### src/rtl/uart_rx_deserializer_if.sv
// Serial receive bundle: rxd line in, recovered byte and status strobes out.
interface uart_rx_deserializer_if #(
    parameter int DATA_BITS = 8
);
    logic                 rxd;
    logic [DATA_BITS-1:0] rx_data;
    logic                 rx_valid;
    logic                 frame_err;
    logic                 busy;

    modport master (
        output rxd,
        input  rx_data,
        input  rx_valid,
        input  frame_err,
        input  busy
    );

    modport slave (
        input  rxd,
        output rx_data,
        output rx_valid,
        output frame_err,
        output busy
    );
endinterface

### src/rtl/uart_rx_deserializer.sv
// 8N1 UART receiver: double-synchronised rxd, mid-bit sampling with a fixed
// oversampling count, one-cycle rx_valid / frame_err strobes.
module uart_rx_deserializer #(
    parameter int CLKS_PER_BIT = 10417,
    parameter int DATA_BITS    = 8
) (
    input  logic                    clk,
    input  logic                    rst_n,
    uart_rx_deserializer_if.slave   rx
);
    localparam int HALF = CLKS_PER_BIT / 2;
    localparam int CW   = $clog2(CLKS_PER_BIT);
    localparam int IW   = $clog2(DATA_BITS + 1);

    localparam logic [CW-1:0] HALF_M1 = CW'(HALF - 1);
    localparam logic [CW-1:0] BIT_M1  = CW'(CLKS_PER_BIT - 1);
    localparam logic [IW-1:0] LAST_IX = IW'(DATA_BITS - 1);

    typedef enum logic [2:0] {
        IDLE,
        START,
        DATA,
        STOP,
        RECOVER
    } state_t;

    state_t               state_q, state_d;
    logic [CW-1:0]        cnt_q, cnt_d;
    logic [IW-1:0]        idx_q, idx_d;
    logic [DATA_BITS-1:0] shreg_q, shreg_d;
    logic [DATA_BITS-1:0] data_q, data_d;
    logic                 valid_q, valid_d;
    logic                 ferr_q, ferr_d;
    logic                 rxd_m, rxd_s;

    always_ff @(posedge clk or negedge rst_n) begin
        if (!rst_n) begin
            rxd_m <= 1'b1;
            rxd_s <= 1'b1;
        end else begin
            rxd_m <= rx.rxd;
            rxd_s <= rxd_m;
        end
    end

    always_ff @(posedge clk or negedge rst_n) begin
        if (!rst_n) begin
            state_q <= IDLE;
            cnt_q   <= '0;
            idx_q   <= '0;
            shreg_q <= '0;
            data_q  <= '0;
            valid_q <= 1'b0;
            ferr_q  <= 1'b0;
        end else begin
            state_q <= state_d;
            cnt_q   <= cnt_d;
            idx_q   <= idx_d;
            shreg_q <= shreg_d;
            data_q  <= data_d;
            valid_q <= valid_d;
            ferr_q  <= ferr_d;
        end
    end

    always_comb begin
        state_d = state_q;
        cnt_d   = cnt_q;
        idx_d   = idx_q;
        shreg_d = shreg_q;
        data_d  = data_q;
        valid_d = 1'b0;
        ferr_d  = 1'b0;

        case (state_q)
            IDLE: begin
                if (!rxd_s) begin
                    state_d = START;
                    cnt_d   = '0;
                end
            end

            START: begin
                cnt_d = cnt_q + CW'(1);
                // Re-check the start bit at its middle; a short low glitch falls back to idle.
                if (cnt_q == HALF_M1) begin
                    cnt_d = '0;
                    if (!rxd_s) begin
                        state_d = DATA;
                        idx_d   = '0;
                    end else begin
                        state_d = IDLE;
                    end
                end
            end

            DATA: begin
                cnt_d = cnt_q + CW'(1);
                if (cnt_q == BIT_M1) begin
                    cnt_d   = '0;
                    shreg_d = DATA_BITS'({rxd_s, shreg_q} >> 1);
                    idx_d   = idx_q + IW'(1);
                    if (idx_q == LAST_IX) begin
                        state_d = STOP;
                    end
                end
            end

            STOP: begin
                cnt_d = cnt_q + CW'(1);
                if (cnt_q == BIT_M1) begin
                    cnt_d = '0;
                    if (rxd_s) begin
                        data_d  = shreg_q;
                        valid_d = 1'b1;
                        state_d = IDLE;
                    end else begin
                        ferr_d  = 1'b1;
                        state_d = RECOVER;
                    end
                end
            end

            // Hold here through a break so it reports a single frame error.
            RECOVER: begin
                if (rxd_s) begin
                    state_d = IDLE;
                end
            end

            default: begin
                state_d = IDLE;
            end
        endcase
    end

    assign rx.rx_data   = data_q;
    assign rx.rx_valid  = valid_q;
    assign rx.frame_err = ferr_q;
    assign rx.busy      = (state_q != IDLE);

endmodule

### src/flat_wrapper.sv
// flat-port wrapper written by rule: the top's interface ports become plain ports
module uart_rx_deserializer_flat 
#(
    parameter int CLKS_PER_BIT = 10417,
    parameter int DATA_BITS    = 8
)
  (clk, rst_n, rx_rxd, rx_rx_data, rx_rx_valid, rx_frame_err, rx_busy);
  uart_rx_deserializer_if #(.DATA_BITS(DATA_BITS)) rx_i ();
  input  logic clk;
  input  logic rst_n;
  input wire logic [$bits(rx_i.rxd)-1:0] rx_rxd;
  output wire logic [$bits(rx_i.rx_data)-1:0] rx_rx_data;
  output wire logic [$bits(rx_i.rx_valid)-1:0] rx_rx_valid;
  output wire logic [$bits(rx_i.frame_err)-1:0] rx_frame_err;
  output wire logic [$bits(rx_i.busy)-1:0] rx_busy;
  assign rx_i.rxd = rx_rxd;
  assign rx_rx_data = rx_i.rx_data;
  assign rx_rx_valid = rx_i.rx_valid;
  assign rx_frame_err = rx_i.frame_err;
  assign rx_busy = rx_i.busy;
  uart_rx_deserializer #(.CLKS_PER_BIT(CLKS_PER_BIT), .DATA_BITS(DATA_BITS)) u_core (.clk(clk), .rst_n(rst_n), .rx(rx_i));
endmodule
### config.mk
export PLATFORM = sky130hd
export DESIGN_NAME = uart_rx_deserializer_flat
export DESIGN_NICKNAME = d
export VERILOG_FILES = /design/src/rtl/uart_rx_deserializer_if.sv /design/src/rtl/uart_rx_deserializer.sv /design/src/flat_wrapper.sv
export SDC_FILE = /design/constraint.sdc
export NUM_CORES = 1
export LEC_CHECK = 0
export ABC_AREA = 1
export BUFFER_PORTS_ARGS = -buffer_cell sky130_fd_sc_hd__buf_2
export CAP_MARGIN = 0
export CORE_ASPECT_RATIO = 1.1
export CORE_MARGIN = 2
export CORE_UTILIZATION = 45
export CTS_BUF_LIST = sky130_fd_sc_hd__clkbuf_16
export CTS_CLUSTER_DIAMETER = 120
export DETAILED_ROUTE_END_ITERATION = 10
export GPL_TIMING_DRIVEN = 0
export PLACE_DENSITY = 0.63
export SLEW_MARGIN = 5
export SYNTH_ARGS = -nofsm -noshare
export SYNTH_HDL_FRONTEND = slang
export SYNTH_SLANG_ARGS = --single-unit
### constraint.sdc
create_clock -name clk -period 4.45 [get_ports clk]
set_clock_uncertainty 0.1 [all_clocks]
set_input_delay 0 -clock clk [delete_from_list [all_inputs] [get_ports clk]]
set_output_delay 0 -clock clk [all_outputs]
set_load 0.005 [all_outputs]
# After elaboration in Yosys (flattened, before gate mapping)
# Cells that the tools add are included.
dict set report totals {
  input_bits 3
  wordCells 58
  out_inout_bits 11
  regBits 41
}
dict set report classes {
  eq_ne 14
  muxes 23
  reduce_logical 10
  n_addsub 2
}
# op n
set ops {}
lappend ops {{$mux 14} 3}
lappend ops {{$pmux 14 s3} 1}
lappend ops {{$mux 3} 7}
lappend ops {{$pmux 3 s5} 1}
lappend ops {{$add 14x1->14 const B} 1}
lappend ops {{$eq 14x13->1 const B} 1}
lappend ops {{$eq 14x14->1 const B} 1}
lappend ops {{$mux 4} 3}
lappend ops {{$ne 2x1->1 const B} 5}
lappend ops {{$pmux 4 s2} 1}
lappend ops {{$eq 3x2->1 const B} 2}
lappend ops {{$mux 1} 6}
lappend ops {{$reduce_and 6->1} 1}
lappend ops {{$reduce_bool 3->1} 2}
lappend ops {{$add 4x1->4 const B} 1}
lappend ops {{$eq 4x3->1 const B} 1}
lappend ops {{$ne 2x2->1 const B} 2}
lappend ops {{$reduce_and 2->1} 2}
lappend ops {{$reduce_and 4->1} 1}
lappend ops {{$eq 3x1->1 const B} 1}
lappend ops {{$eq 3x3->1 const B} 1}
lappend ops {{$logic_not 3->1} 1}
lappend ops {{$reduce_and 3->1} 1}
lappend ops {{$mux 2} 1}
lappend ops {{other kinds (2)} 2}

# Logic depth before layout (Yosys ltp)
# Gate-level depths: netlist (run 1).
dict set report depth {
  word_depth 4
  ltp_mapped 11
}

# Least setup slack after synthesis (run 1)
# OpenSTA, ideal clock, no wires.
dict set report synth_timing {
  path_kind {reg-to-reg}
  from {register u_core.cnt_q[0]}
  to {register u_core.cnt_q[6]}
  stages_incl_launch_ff 10
  required_ps 4227
  arrival_time_ps 1300
  period_less_slack_ps 1523
  slack_ps 2927
  setup_time_ps 123
  cell_sequence {dfrtp_1 > inv_1 > ha_1 > nand2_1 > nor2_2 > nand2_2 > nand2_1 > nand2_2 > nor2_4 > nor2_1}
}
dict set report synth_between {
  elab_chain_cells 3
}
# element line_no
set synth_rtl {}
lappend synth_rtl {{from (decl)} uart_rx_deserializer.sv:28} ;# logic [CW-1:0] cnt_q, cnt_d;
lappend synth_rtl {{from (signal assigned)} uart_rx_deserializer.sv:57} ;# cnt_q <= cnt_d;
lappend synth_rtl {{$add 14x1->14 (tied with other cells)} {uart_rx_deserializer.sv:84, uart_rx_deserializer.sv:98, uart_rx_deserializer.sv:110}}
lappend synth_rtl {{$mux 14, on equally long branches} {uart_rx_deserializer.sv:99, uart_rx_deserializer.sv:111, uart_rx_deserializer.sv:86}}
lappend synth_rtl {{$pmux 14 s3 *} uart_rx_deserializer.sv:75} ;# case (state_q)
# Mark *: on every way between the ends. The rest lies on a longest branch, timed or not.
# A chain may end at the register's enable or synchronous reset.

# Worst setup path in the final report (run 1)
# Ends and elaborated chain as after synthesis.

==> results of run 1 <==
## report_power, final
group | switching, µW | internal (µW)
Combinational | 8.46 | 2.05
Clock | 141 | 205
Sequential | 0.711 | 375
## worst max-delay path, stage by stage (launching register included)
cell and delay (ns):
sky130_fd_sc_hd__dfrtp_1 0.40, sky130_fd_sc_hd__inv_1 0.10, sky130_fd_sc_hd__ha_1 0.19, sky130_fd_sc_hd__nand2_1 0.08, sky130_fd_sc_hd__nor2_2 0.16, sky130_fd_sc_hd__nand2_2 0.10, sky130_fd_sc_hd__nand2_1 0.15, sky130_fd_sc_hd__nand2_2 0.16
sky130_fd_sc_hd__nor2_4 0.16, sky130_fd_sc_hd__nor2_1 0.06
## logic make-up after synthesis
kind of cell,Yosys count,synth area share (%)
buf+inv,40,7.070
simple gates,182,36.14
fa+ha+maj,3,1.697
xor+xnor,6,2.376
compound gates,26,6.222
flops,41,46.49
## synth_stat cells, types with 2 or more instances
cell type and instances:
sky130_fd_sc_hd__dfrtp_1 39, sky130_fd_sc_hd__nand3_1 30, sky130_fd_sc_hd__nor2_1 34, sky130_fd_sc_hd__buf_2 2
sky130_fd_sc_hd__dfstp_2 2, sky130_fd_sc_hd__nor2_2 4, sky130_fd_sc_hd__o21ai_0 12, sky130_fd_sc_hd__nand2_1 98
sky130_fd_sc_hd__o21ai_1 10, sky130_fd_sc_hd__nor3_4 2, sky130_fd_sc_hd__inv_2 3, sky130_fd_sc_hd__nor2_4 2
sky130_fd_sc_hd__nand2_2 2, sky130_fd_sc_hd__xor2_1 6, sky130_fd_sc_hd__ha_1 3, sky130_fd_sc_hd__inv_1 34
sky130_fd_sc_hd__nand4_1 8
## layout by cell type (no fill, tap or decap), types with 3 or more instances in the layout
cell                         n
sky130_fd_sc_hd__clkbuf_16   5
sky130_fd_sc_hd__buf_2      15
sky130_fd_sc_hd__xor2_1      6
sky130_fd_sc_hd__o21ai_0    12
sky130_fd_sc_hd__inv_1      34
sky130_fd_sc_hd__nor2_1     34
sky130_fd_sc_hd__nor2_2      4
sky130_fd_sc_hd__inv_2       3
sky130_fd_sc_hd__o21ai_1    10
sky130_fd_sc_hd__nand4_1     8
sky130_fd_sc_hd__nand3_1    30
sky130_fd_sc_hd__nand2_1    98
sky130_fd_sc_hd__ha_1        3
sky130_fd_sc_hd__dfrtp_1    39
## per-stage QoR
step / power (µW) / utilization, % / instances / cell area (µm²) / hold slack (ns)
2_1_floorplan: 383.3 / - / 298 / 2212 / -0.3956
3_3_place_gp: 391.9 / 50.11 / 367 / 2347 / 0.006301
3_5_place_dp: 392.0 / 50.11 / 367 / 2347 / 0.01066
4_1_cts: 745.8 / 53.58 / 377 / 2510 / 0.2577
5_1_grt: 760.6 / 53.58 / 377 / 2510 / 0.2607
6_report: 732.4 / 53.58 / 377 / 2510 / 0.2564
## metal layers
layer / routed length (µm) / share of wire [%] / vias up / track usage (%)
met1: 2359 / 51 / 876 / 26.06
met2: 2099 / 45 / 20 / 30.93
met5: 0 / 0 / - / 0
met4: 62 / 1.3 / 0 / 6.415
li1: - / - / 988 / -
met3: 118 / 2.5 / 6 / 4.286
## area by class of cell
type | count | area (µm²) | share of cell area, %
Buffer | 3 | 17.52 | 0.6979
Clock buffer | 5 | 125.1 | 4.985
Clock inverter | 3 | 17.52 | 0.6979
Inverter | 37 | 138.9 | 5.533
Multi-Input combinational cell | 217 | 1027 | 40.93
Sequential cell | 41 | 1028 | 40.98
Tap cell | 56 | 70.07 | 2.792
Timing Repair Buffer | 15 | 85.08 | 3.390
## path summary, 6_finish.rpt
kind                                              from  slack, ns                             to  cells past startpoint
max reg2reg                u_core.cnt_q[0]$_DFFE_PN0P_       2.67    u_core.cnt_q[6]$_DFFE_PN0P_                      9
min                             u_core.rxd_m$_DFF_PN1_       0.26         u_core.rxd_s$_DFF_PN1_                      0
min reg2reg                     u_core.rxd_m$_DFF_PN1_       0.26         u_core.rxd_s$_DFF_PN1_                      0
max                        u_core.cnt_q[0]$_DFFE_PN0P_       2.67    u_core.cnt_q[6]$_DFFE_PN0P_                      9
min in group asynchronous                        rst_n       0.29  u_core.shreg_q[5]$_DFFE_PN0P_                      2
max in group asynchronous                        rst_n       3.40  u_core.state_q[0]$_DFFE_PN0P_                      2
## flip-flops by register name (all words and copies together), names as in the netlist
signal and cells:
u_core.cnt_q 14, u_core.rx.rx_data 8, u_core.shreg_q 8, u_core.idx_q 4, u_core.state_q 3, u_core.rx.frame_err 1
u_core.rx.rx_valid 1, u_core.rxd_m 1, u_core.rxd_s 1
==> qor_table.md, run 1 <==
| Stage | Parameter | Value |
|---|---|---|
| sta | Minimum period implied by the final worst setup slack | 1.783 ns |
| detailed routing | DRC violations left | 0 |
| detailed routing | Mean routed wirelength per cell | 12.31 µm |
| synth | Share of Yosys cell area claimed by the top area cell type | 44.12% |
| global routing | Initial antenna violation count | 0 |
| die | Floorplan die area | 0.005493 mm² |
| placement | Worst slack at placement | 2.649 ns |
| job | Count of maximum capacitance violations | 0 |
| global routing | Maximum number of pins on one net before global-route repair | 42 |
| clock tree | Clock root buffer | sky130_fd_sc_hd__clkbuf_16 |
| synth | Netlist area before placement | 0.002212 mm² |
| clock tree | Post-CTS setup repair buffer count | 0 |
| synth | Synth warn | 0 |
| synth | Fraction of the yosys area taken by sequential cells | 46.49% |
| global routing | Aggregate global routing overflow | 0 |
| critical path | Arrival time of the worst setup path | 1.85 ns |
| synth | Synth Instances | 298 |
| detailed routing | Remaining antenna violation count | 0 |
| layout | Proportion of layout cells with a drive suffix above 1 | 12.46% |
| clock tree | Latest clock arrival within the worst-skew pair | 0.28 ns |
| global routing | Overall global routing resource usage | 19.37% |
| sta | Final WS setup | 2.667 ns |
| pwr | Static leakage power | 0.001297 µW |
| clock tree | Cts hold-fix bufs | 2 |
| placement | Post-DP HPWL | 3.390 mm |
| critical path | Type of the setup path with the least slack | register to register |
| synth | Cell variety after synth | 24 |
| critical path | WP data required | 4.51 ns |
| sta | Headroom to the max-slew limit | 40.01% |
| layout | Layout filler cell count | 462 |
| die | Top-level port count | 14 |
| sta | Final Hold Fails | 0 |
| detailed routing | Wire length reported by the detailed router | 4.640 mm |
| die | Area of the placeable core | 0.004684 mm² |
| worst hold path | Type of the most critical hold path | register to register |
| placement | Count of buffers from port buffering | 13 |
| clock tree | Number of H-tree levels | 2 |
| pwr | Power density normalized to cell area | 291.8 mW/mm² |
| layout | Layout Area Growth over Synthesis | 13.46% |
| run status | Result of the run | completed |
| clock tree | Post-CTS sizing | 0 |
| die | Std-Cell Rows | 26 |
| die | Die span in x | 70.85 µm |
| sta | Max-slew violation count | 0 |
| synth | Average footprint of a synthesized cell | 7.423 µm² |
| sta | Setup repair after global routing missed its margin | no |
| synth | Cell taking the most area after synthesis | sky130_fd_sc_hd__dfrtp_1 |
| die | Y dimension of the die | 77.54 µm |
| synth | Number of flops mapped to enable cells by yosys | 0 |
| pwr | Worst IR Drop VDD | 175.1 µV |
| layout | Antenna diodes | 0 |
| detailed routing | Number of DRC violations after detailed-routing iteration 0 | 111 |
| clock tree | Clock sinks | 41 |
| layout | Count of nets after finishing | 326 |
| detailed routing | Via density per instance | 5.013 |
| clock tree | CTS tree | yes |
| clock tree | TritonCTS buffer count | 5 |
| critical path | Crit start category | register |
| clock tree | Maximum buffer depth of the clock tree | 2 |
| die | Initial core utilization | 47.22% |
| detailed routing | Count of vias placed by the detailed router | 1,890 |
| sta | Top achievable clock speed | 560.7 MHz |
| synth | Most frequently used flop master after synthesis | sky130_fd_sc_hd__dfrtp_1 |
| placement | Routability cong. | 0.8898 |
| synth | Cell types occupying the most area after synthesis | sky130_fd_sc_hd__dfrtp_1, sky130_fd_sc_hd__nand2_1, sky130_fd_sc_hd__nand3_1 |
| clock tree | Post-CTS clock slew at the launch and capture registers of the worst setup and hold paths | 0.06 ns |
| critical path | Maximum fanout along the worst path | 5 |
| synth | Syn_nets | 304 |
| global routing | Wire length of the first global-routing pass | 8.514 mm |
| synth | Share of flip-flops with an asynchronous set or reset after synthesis | 100.0% |
| synth | Register bit total from synthesis | 41 |
| critical path | Worst Setup End Kind | register |
| detailed routing | Number of optimization iterations in the first detailed-route pass | 4 |
| sta | Setup violators final | 0 |
| sta | Slew at the pin with the worst max-slew slack | 0.8998 ns |
| sta | Sum of negative setup slack | 0 ns |
| sta | Post-route fraction of the period consumed by the critical path | 40.08% |
| global routing | Via count of the first global-routing pass | 1,896 |
Power figures use the tool's default switching activity.
==> run 2, diff against run 1 <==
ABC_AREA = 0   (was 1)
PLACE_DENSITY = 0.66   (was 0.63)
clock period = 1.6 ns   (was 4.45 ns; I/O delays follow)
==> run 2 against run 1 <==
Against the previous run:
- the flow now finishes with violations (negative setup slack)
- flip-flop and latch count unchanged
- sequential share of layout area decreased by 4.5 points
- sequential power increased to 2.8 times the previous value
- final area increased by 13%
- first-iteration DRC count decreased by 4.5%
- combinational power increased to 3.0 times the previous value
- count of clock-buffer cells in the layout unchanged
- clock power increased to 3.7 times the previous value
- synthesized cell count decreased by 40%
- total power increased to 3.2 times the previous value
- non-clock buffer count increased by 31
- global-route usage increased by 2.2 points
- critical path type unchanged
- largest power group is now clock
- highest routed layer unchanged
==> qor_table.md, run 2 <==
| Stage | Parameter | Value |
|---|---|---|
| run status | Result of the run | complete, but fails checks |
| run status | Failing checks | negative setup slack |
| clock tree | TritonCTS buffer count | 5 |
| critical path | Family with the most delay on the worst path | compound AO/OA/AOI/OAI gates |
| sta | Setup repair after global routing missed its margin | yes |
| critical path | Type of the setup path with the least slack | register to register |
| critical path | Maximum fanout along the worst path | 4 |
| die | Area of the placeable core | 0.004285 mm² |
| placement | Post-DP HPWL | 2.700 mm |
| synth | Most instantiated cells after synthesis | sky130_fd_sc_hd__dfrtp_1, sky130_fd_sc_hd__mux2_2, sky130_fd_sc_hd__nor2_1, sky130_fd_sc_hd__o21ai_0, sky130_fd_sc_hd__nand2_1 |
| worst hold path | Type of the most critical hold path | register to register |
| critical path | Crit start category | register |
| critical path | Start of the worst register-to-register path | u_core.cnt_q[0]$_DFFE_PN0P_ |
| sta | Final Hold Fails | 0 |
| synth | Fraction of the yosys area taken by sequential cells | 51.37% |
| synth | Share of Yosys cell area claimed by the top area cell type | 48.75% |
| clock tree | Maximum buffer depth of the clock tree | 2 |
| worst hold path | Min-Delay Startpoint | u_core.rxd_m$_DFF_PN1_ |
| die | Std-Cell Rows | 25 |
| placement | Routability cong. | 0.7938 |
| pwr | Static leakage power | 0.001382 µW |
| layout | Proportion of layout cells with a drive suffix above 1 | 44.78% |
| clock tree | Latest clock arrival within the worst-skew pair | 0.28 ns |
| critical path | Worst Setup End Kind | register |
| layout | Register with the highest flop count | u_core.cnt_q |
| synth | Register bit total from synthesis | 41 |
| critical path | Arrival time of the worst setup path | 2.11 ns |
| synth | Synth Instances | 180 |
| critical path | Delay of the slowest cell on the worst path | 0.43 ns |
| synth | Synth warn | 0 |
| layout | Commonest cells after routing, fill and taps aside | sky130_fd_sc_hd__dfrtp_1, sky130_fd_sc_hd__mux2_4, sky130_fd_sc_hd__buf_6 |
| detailed routing | Wire length reported by the detailed router | 4.875 mm |
| global routing | Met3 usage | 5.446% |
| synth | Syn_nets | 186 |
| layout | Count of nets after finishing | 235 |
| detailed routing | Number of optimization iterations in the first detailed-route pass | 4 |
| detailed routing | Number of DRC violations after detailed-routing iteration 0 | 106 |
| critical path | Count of buffer and inverter cells on the critical path | 4 |
| detailed routing | Remaining antenna violation count | 0 |
| job | Count of maximum capacitance violations | 0 |
| sta | Post-route fraction of the period consumed by the critical path | 127.9% |
| critical path | Slowest CP cell | sky130_fd_sc_hd__dfrtp_2 |
| synth | Most repeated cell in the gate-level netlist after synthesis | sky130_fd_sc_hd__dfrtp_1 |
| die | Floorplan die area | 0.004999 mm² |
| die | Top-level port count | 14 |
| global routing | GRT busiest layer | met2 |
| clock tree | Clock root buffer | sky130_fd_sc_hd__clkbuf_16 |
| layout | Layout Area Growth over Synthesis | 41.31% |
| placement | Count of buffers from port buffering | 13 |
| sta | Max-slew violation count | 0 |
| detailed routing | DRC violations left | 0 |
| detailed routing | Via density per instance | 5.637 |
| synth | Number of flops mapped to enable cells by yosys | 0 |
| pwr | Total Power | 2352 µW |
| global routing | Met2 capacity usage during global routing | 38.02% |
| critical path | Worst setup path start | u_core.cnt_q[0]$_DFFE_PN0P_ |
| die | Die span in x | 67.60 µm |
| global routing | Wire length of the first global-routing pass | 7.976 mm |
| pwr | Worst IR Drop VDD | 574.0 µV |
| clock tree | CTS tree | yes |
| detailed routing | Count of vias placed by the detailed router | 1,601 |
| sta | Top achievable clock speed | 488.8 MHz |
| synth | Share of flip-flops with an asynchronous set or reset after synthesis | 100.0% |
| global routing | Maximum number of pins on one net before global-route repair | 42 |
| placement | Worst slack at placement | -0.5327 ns |
| sta | Headroom to the max-slew limit | 39.81% |
| sta | Slew at the pin with the worst max-slew slack | 0.9029 ns |
| critical path | WP data required | 1.67 ns |
| global routing | Initial antenna violation count | 0 |
| sta | Minimum period implied by the final worst setup slack | 2.046 ns |
| synth | Most frequently used flop master after synthesis | sky130_fd_sc_hd__dfrtp_1 |
| layout | Most common library cell in the layout ignoring fill and taps | sky130_fd_sc_hd__dfrtp_1 |
| clock tree | Number of H-tree levels | 2 |
| die | Y dimension of the die | 73.96 µm |
| layout | Total area of sequential cells | 0.001032 mm² |
| detailed routing | Mean routed wirelength per cell | 17.17 µm |
| global routing | Overall global routing resource usage | 21.62% |
| layout | Number of flip-flops in the largest register | 14 |
| die | Initial core utilization | 46.72% |
| global routing | Aggregate global routing overflow | 0 |
| synth | Average footprint of a synthesized cell | 11.12 µm² |
| synth | Cell variety after synth | 44 |
| synth | Cell taking the most area after synthesis | sky130_fd_sc_hd__dfrtp_1 |
| layout | Antenna diodes | 0 |
| critical path | Ordered cell list for the critical path | inv_2, ha_4, and3b_1, and4_1, buf_6, a2bb2oi_4, buf_6, buf_6, o21ai_2, a22o_1 |
| sta | Sum of negative setup slack | -13.16 ns |
| layout | Layout filler cell count | 298 |
| global routing | Met1 Resource Use GR | 25.02% |
| synth | Netlist area before placement | 0.002002 mm² |
| global routing | Via count of the first global-routing pass | 1,701 |
| sta | Setup violators final | 38 |
| clock tree | Post-CTS clock slew at the launch and capture registers of the worst setup and hold paths | 0.06 ns |
| synth | Cell types occupying the most area after synthesis | sky130_fd_sc_hd__dfrtp_1, sky130_fd_sc_hd__mux2_2, sky130_fd_sc_hd__a22o_1 |
| critical path | Most numerous cell on the critical path | sky130_fd_sc_hd__buf_6 |
| sta | Final WS setup | -0.4459 ns |
| pwr | Power density normalized to cell area | 831.4 mW/mm² |
| clock tree | Clock sinks | 41 |
| layout | Area occupied by multi-input gates | 0.001095 mm² |
[run 2: path summary, 6_finish.rpt]
path / endpoint / slack, ns / cells after the start
worst min-delay path: u_core.rxd_s$_DFF_PN1_ / 0.25 / 0
worst min register to register: u_core.rxd_s$_DFF_PN1_ / 0.25 / 0
min in group asynchronous: u_core.cnt_q[5]$_DFFE_PN0P_ / 0.30 / 2
max in group asynchronous: u_core.cnt_q[2]$_DFFE_PN0P_ / 0.49 / 2
worst max-delay path: u_core.cnt_q[2]$_DFFE_PN0P_ / -0.45 / 10
worst max register to register: u_core.cnt_q[2]$_DFFE_PN0P_ / -0.45 / 10
[run 2: logic make-up after synthesis]
logic type / count (synthesis) / share of synthesized area, %
xor+xnor: 2 / 0.8752
buf+inv: 13 / 3.563
flops: 41 / 51.38
fa+ha+maj: 3 / 1.875
compound gates: 35 / 12.44
simple gates: 69 / 20.38
mux: 17 / 9.500
[run 2: metrics by stage]
stage	cells	hold slack, ns	util (%)	instance area [µm²]
2_1_floorplan	180	-0.3956	-	2074
3_3_place_gp	247	0.005343	51.50	2207
3_5_place_dp	247	0.006568	51.50	2207
4_1_cts	282	0.2561	64.88	2780
5_1_grt	284	0.2569	66.01	2829
6_report	284	0.2550	66.01	2829
[run 2: report_power, final]
group / total, µW / internal, µW / switching (µW) / leakage (µW)
logic: 31.2 / 6.10 / 25.1 / 0.000740
registers: 1040 / 1040 / 0.622 / 0.000547
clock network: 1280 / 890 / 388 / 0.0000938
[run 2: final cells by class]
type	count	area share (%)
multi-input combinational	127	38.70
sequential	41	36.49
timing repair buffer	41	12.65
clock buffer	5	4.423
buffer	8	2.388
tap	54	2.388
clock inverter	3	2.300
inverter	5	0.6634
[run 2: what timing repair did]
item | 4_1_cts | 5_1_grt
resized for setup | 38 | 14
pin swaps | 11 | 10
hold buffers | 2 | 0
setup endpoints to repair | 38 | 40
endpoints found under the hold margin | 40 | 0
setup buffers | 23 | 3
gates cloned | 2 | 1
[run 2: worst register-to-register path, stage by stage, from the launching register on]
cell	delay (ns)
sky130_fd_sc_hd__dfrtp_2	0.43
sky130_fd_sc_hd__inv_2	0.07
sky130_fd_sc_hd__ha_4	0.11
sky130_fd_sc_hd__and3b_1	0.16
sky130_fd_sc_hd__and4_1	0.22
sky130_fd_sc_hd__buf_6	0.13
sky130_fd_sc_hd__a2bb2oi_4	0.22
sky130_fd_sc_hd__buf_6	0.15
sky130_fd_sc_hd__buf_6	0.11
sky130_fd_sc_hd__o21ai_2	0.05
sky130_fd_sc_hd__a22o_1	0.20
[run 2: per-layer routing]
layer	vias up	wire, µm
met3	6	158
met1	811	2050
met4	0	63
li1	750	-
met2	34	2602
met5	-	0
==> run 3, diff against run 2 <==
CTS_BUF_LIST = sky130_fd_sc_hd__clkbuf_4 sky130_fd_sc_hd__clkbuf_8   (was sky130_fd_sc_hd__clkbuf_16)
==> run 3 against run 2 <==
Against the previous run:
- the flow still finishes with violations (negative setup slack)
- die area unchanged
- non-clock buffer count fell by 4
- critical path depth did not move
- via count decreased by 3.2%
- utilization is 2.7 points lower
- flip-flop and latch count unchanged
- combinational power rose by 2%
- first-iteration DRC count down 23%
- count of clock-buffer cells in the layout did not move
- final area decreased by 4.1%
- final cell count decreased by 1.8%
- register-to-register slack worse by 0.03 ns
==> qor_table.md, run 3 (synthesis results as in run 2) <==
| Stage | Parameter | Value |
|---|---|---|
| die | Initial core utilization | 46.72% |
| die | Y dimension of the die | 73.96 µm |
| sta | Max-slew violation count | 0 |
| critical path | WP data required | 1.69 ns |
| global routing | Wire length of the first global-routing pass | 7.527 mm |
| global routing | Maximum number of pins on one net before global-route repair | 42 |
| clock tree | Number of H-tree levels | 2 |
| detailed routing | Mean routed wirelength per cell | 16.07 µm |
| sta | Top achievable clock speed | 480.6 MHz |
| layout | Final core utilization | 63.30% |
| detailed routing | Wire length reported by the detailed router | 4.483 mm |
| sta | Setup repair after global routing missed its margin | yes |
| sta | Post-route fraction of the period consumed by the critical path | 130.0% |
| critical path | Instance count on the critical path | 10 |
| critical path | Delay of the slowest cell on the worst path | 0.44 ns |
| sta | Headroom to the max-slew limit | 39.03% |
| global routing | Via count of the first global-routing pass | 1,597 |
| clock tree | Post-CTS clock slew at the launch and capture registers of the worst setup and hold paths | 0.08 ns |
| critical path | Most numerous cell on the critical path | sky130_fd_sc_hd__buf_6 |
| layout | Antenna diodes | 0 |
| critical path | Worst reg-to-reg path cell count | 10 |
| placement | Worst slack at placement | -0.5327 ns |
| clock tree | Maximum buffer depth of the clock tree | 2 |
| critical path | Maximum fanout along the worst path | 4 |
| worst hold path | Type of the most critical hold path | primary input to register |
| global routing | Overall global routing resource usage | 20.31% |
| critical path | Crit start category | register |
| critical path | Family with the most delay on the worst path | compound AO/OA/AOI/OAI gates |
| job | Count of maximum capacitance violations | 0 |
| pwr | Worst IR Drop VDD | 454.2 µV |
| layout | Most common library cell in the layout ignoring fill and taps | sky130_fd_sc_hd__dfrtp_1 |
| die | Floorplan die area | 0.004999 mm² |
| clock tree | Clock root buffer | sky130_fd_sc_hd__clkbuf_8 |
| sta | Minimum period implied by the final worst setup slack | 2.081 ns |
| layout | Layout filler cell count | 321 |
| die | Area of the placeable core | 0.004285 mm² |
| layout | Number of flip-flops in the largest register | 14 |
| sta | Final Hold Fails | 0 |
| critical path | Arrival time of the worst setup path | 2.17 ns |
| global routing | Initial antenna violation count | 0 |
| clock tree | Clock sinks | 41 |
| die | Top-level port count | 14 |
| detailed routing | Count of vias placed by the detailed router | 1,550 |
| sta | Final-layout worst hold slack | 0.2483 ns |
| detailed routing | Number of DRC violations after detailed-routing iteration 0 | 82 |
| detailed routing | DRC violations left | 0 |
| critical path | Count of buffer and inverter cells on the critical path | 4 |
| run status | Result of the run | complete, but fails checks |
| die | Die span in x | 67.60 µm |
| detailed routing | Remaining antenna violation count | 0 |
| sta | Slew at the pin with the worst max-slew slack | 0.9146 ns |
| critical path | Slowest CP cell | sky130_fd_sc_hd__dfrtp_2 |
| placement | Count of buffers from port buffering | 13 |
| critical path | Ordered cell list for the critical path | inv_2, ha_4, and3b_1, and4_1, buf_6, a2bb2oi_4, buf_6, buf_12, o21ai_2, a22o_1 |
| placement | Routability cong. | 0.7938 |
| layout | Register with the highest flop count | u_core.cnt_q |
| sta | Setup violators final | 38 |
| clock tree | TritonCTS buffer count | 5 |
| layout | Count of nets after finishing | 230 |
| layout | Proportion of layout cells with a drive suffix above 1 | 43.56% |
| sta | Final WS setup | -0.4807 ns |
| clock tree | Latest clock arrival within the worst-skew pair | 0.29 ns |
| placement | Post-DP HPWL | 2.700 mm |
| die | Std-Cell Rows | 25 |
| pwr | Power density normalized to cell area | 755.6 mW/mm² |
| critical path | Worst Setup End Kind | register |
| detailed routing | Via density per instance | 5.556 |
| layout | Commonest cells after routing, fill and taps aside | sky130_fd_sc_hd__dfrtp_1, sky130_fd_sc_hd__nor2_1, sky130_fd_sc_hd__mux2_4, sky130_fd_sc_hd__buf_2, sky130_fd_sc_hd__buf_4 |
| worst hold path | Hold path cells | 2 |
| layout | Layout Area Growth over Synthesis | 35.50% |
| clock tree | CTS tree | yes |
| run status | Failing checks | negative setup slack |
| global routing | Aggregate global routing overflow | 0 |
| pwr | Total Power | 2050 µW |
| detailed routing | Number of optimization iterations in the first detailed-route pass | 4 |
| critical path | Type of the setup path with the least slack | register to register |
| pwr | Static leakage power | 0.001319 µW |
run 3: cell type report:
cell class	count	area (µm²)	share of cell area [%]
buffer	8	72.57	2.675
clock buffer	5	68.82	2.537
clock inverter	3	65.06	2.399
inverter	5	18.77	0.6919
multi-input combinational	126	1084	39.94
sequential	41	1031	38.01
tap	54	67.56	2.491
timing repair buffer	37	305.3	11.25
run 3: what timing repair did:
action / in CTS / in global routing
cloned: 1 / 0
endpoints found under the setup margin: 38 / 39
hold buffers: 2 / 0
pin swaps: 7 / 6
setup buffers: 19 / 2
resized for setup: 26 / 16
endpoints found under the hold margin: 40 / 0
run 3: path summary, 6_finish.rpt:
check	slack, ns	to	startpoint
min in group asynchronous	0.28	u_core.rx.rx_data[2]$_DFFE_PN0P_	rst_n
worst min register to register	0.26	u_core.rxd_s$_DFF_PN1_	u_core.rxd_m$_DFF_PN1_
worst min-delay path	0.25	u_core.rxd_m$_DFF_PN1_	rx_rxd
max in group asynchronous	0.50	u_core.cnt_q[4]$_DFFE_PN0P_	rst_n
worst max register to register	-0.48	u_core.cnt_q[2]$_DFFE_PN0P_	u_core.cnt_q[0]$_DFFE_PN0P_
worst max-delay path	-0.48	u_core.cnt_q[2]$_DFFE_PN0P_	u_core.cnt_q[0]$_DFFE_PN0P_
run 3: report_power, final:
group	total [µW]	internal (µW)	leakage [µW]	switching [µW]
registers	1040	1040	0.000549	0.605
clock network	977	620	0.0000681	358
logic	31.9	6.21	0.000701	25.7
total	2050	1670	0.00132	384
run 3: metal layers:
metal	part of all wire, %	routed length (µm)	GRT usage (%)
met1	44	1970	24.43
met2	51	2273	34.86
met3	3.6	163	4.992
met4	1.7	74	7.937
met5	0	0	0
run 3: metrics by stage:
stage	setup TNS, ns	std cells	area (µm²)
floorplan	-6.494	180	2074
CTS	-13.92	277	2628
finish	-13.55	279	2713
detailed placement	-14.51	247	2207
global route	-15.86	279	2713
global placement	-12.94	247	2207
run 3: worst reg2reg max path, delay by kind of cell (launching register included):
family | cells | cell delay (ns)
fa+ha+maj | 1 | 0.12
buf+inv | 4 | 0.47
flops | 1 | 0.44
simple gates | 2 | 0.37
compound gates | 3 | 0.48
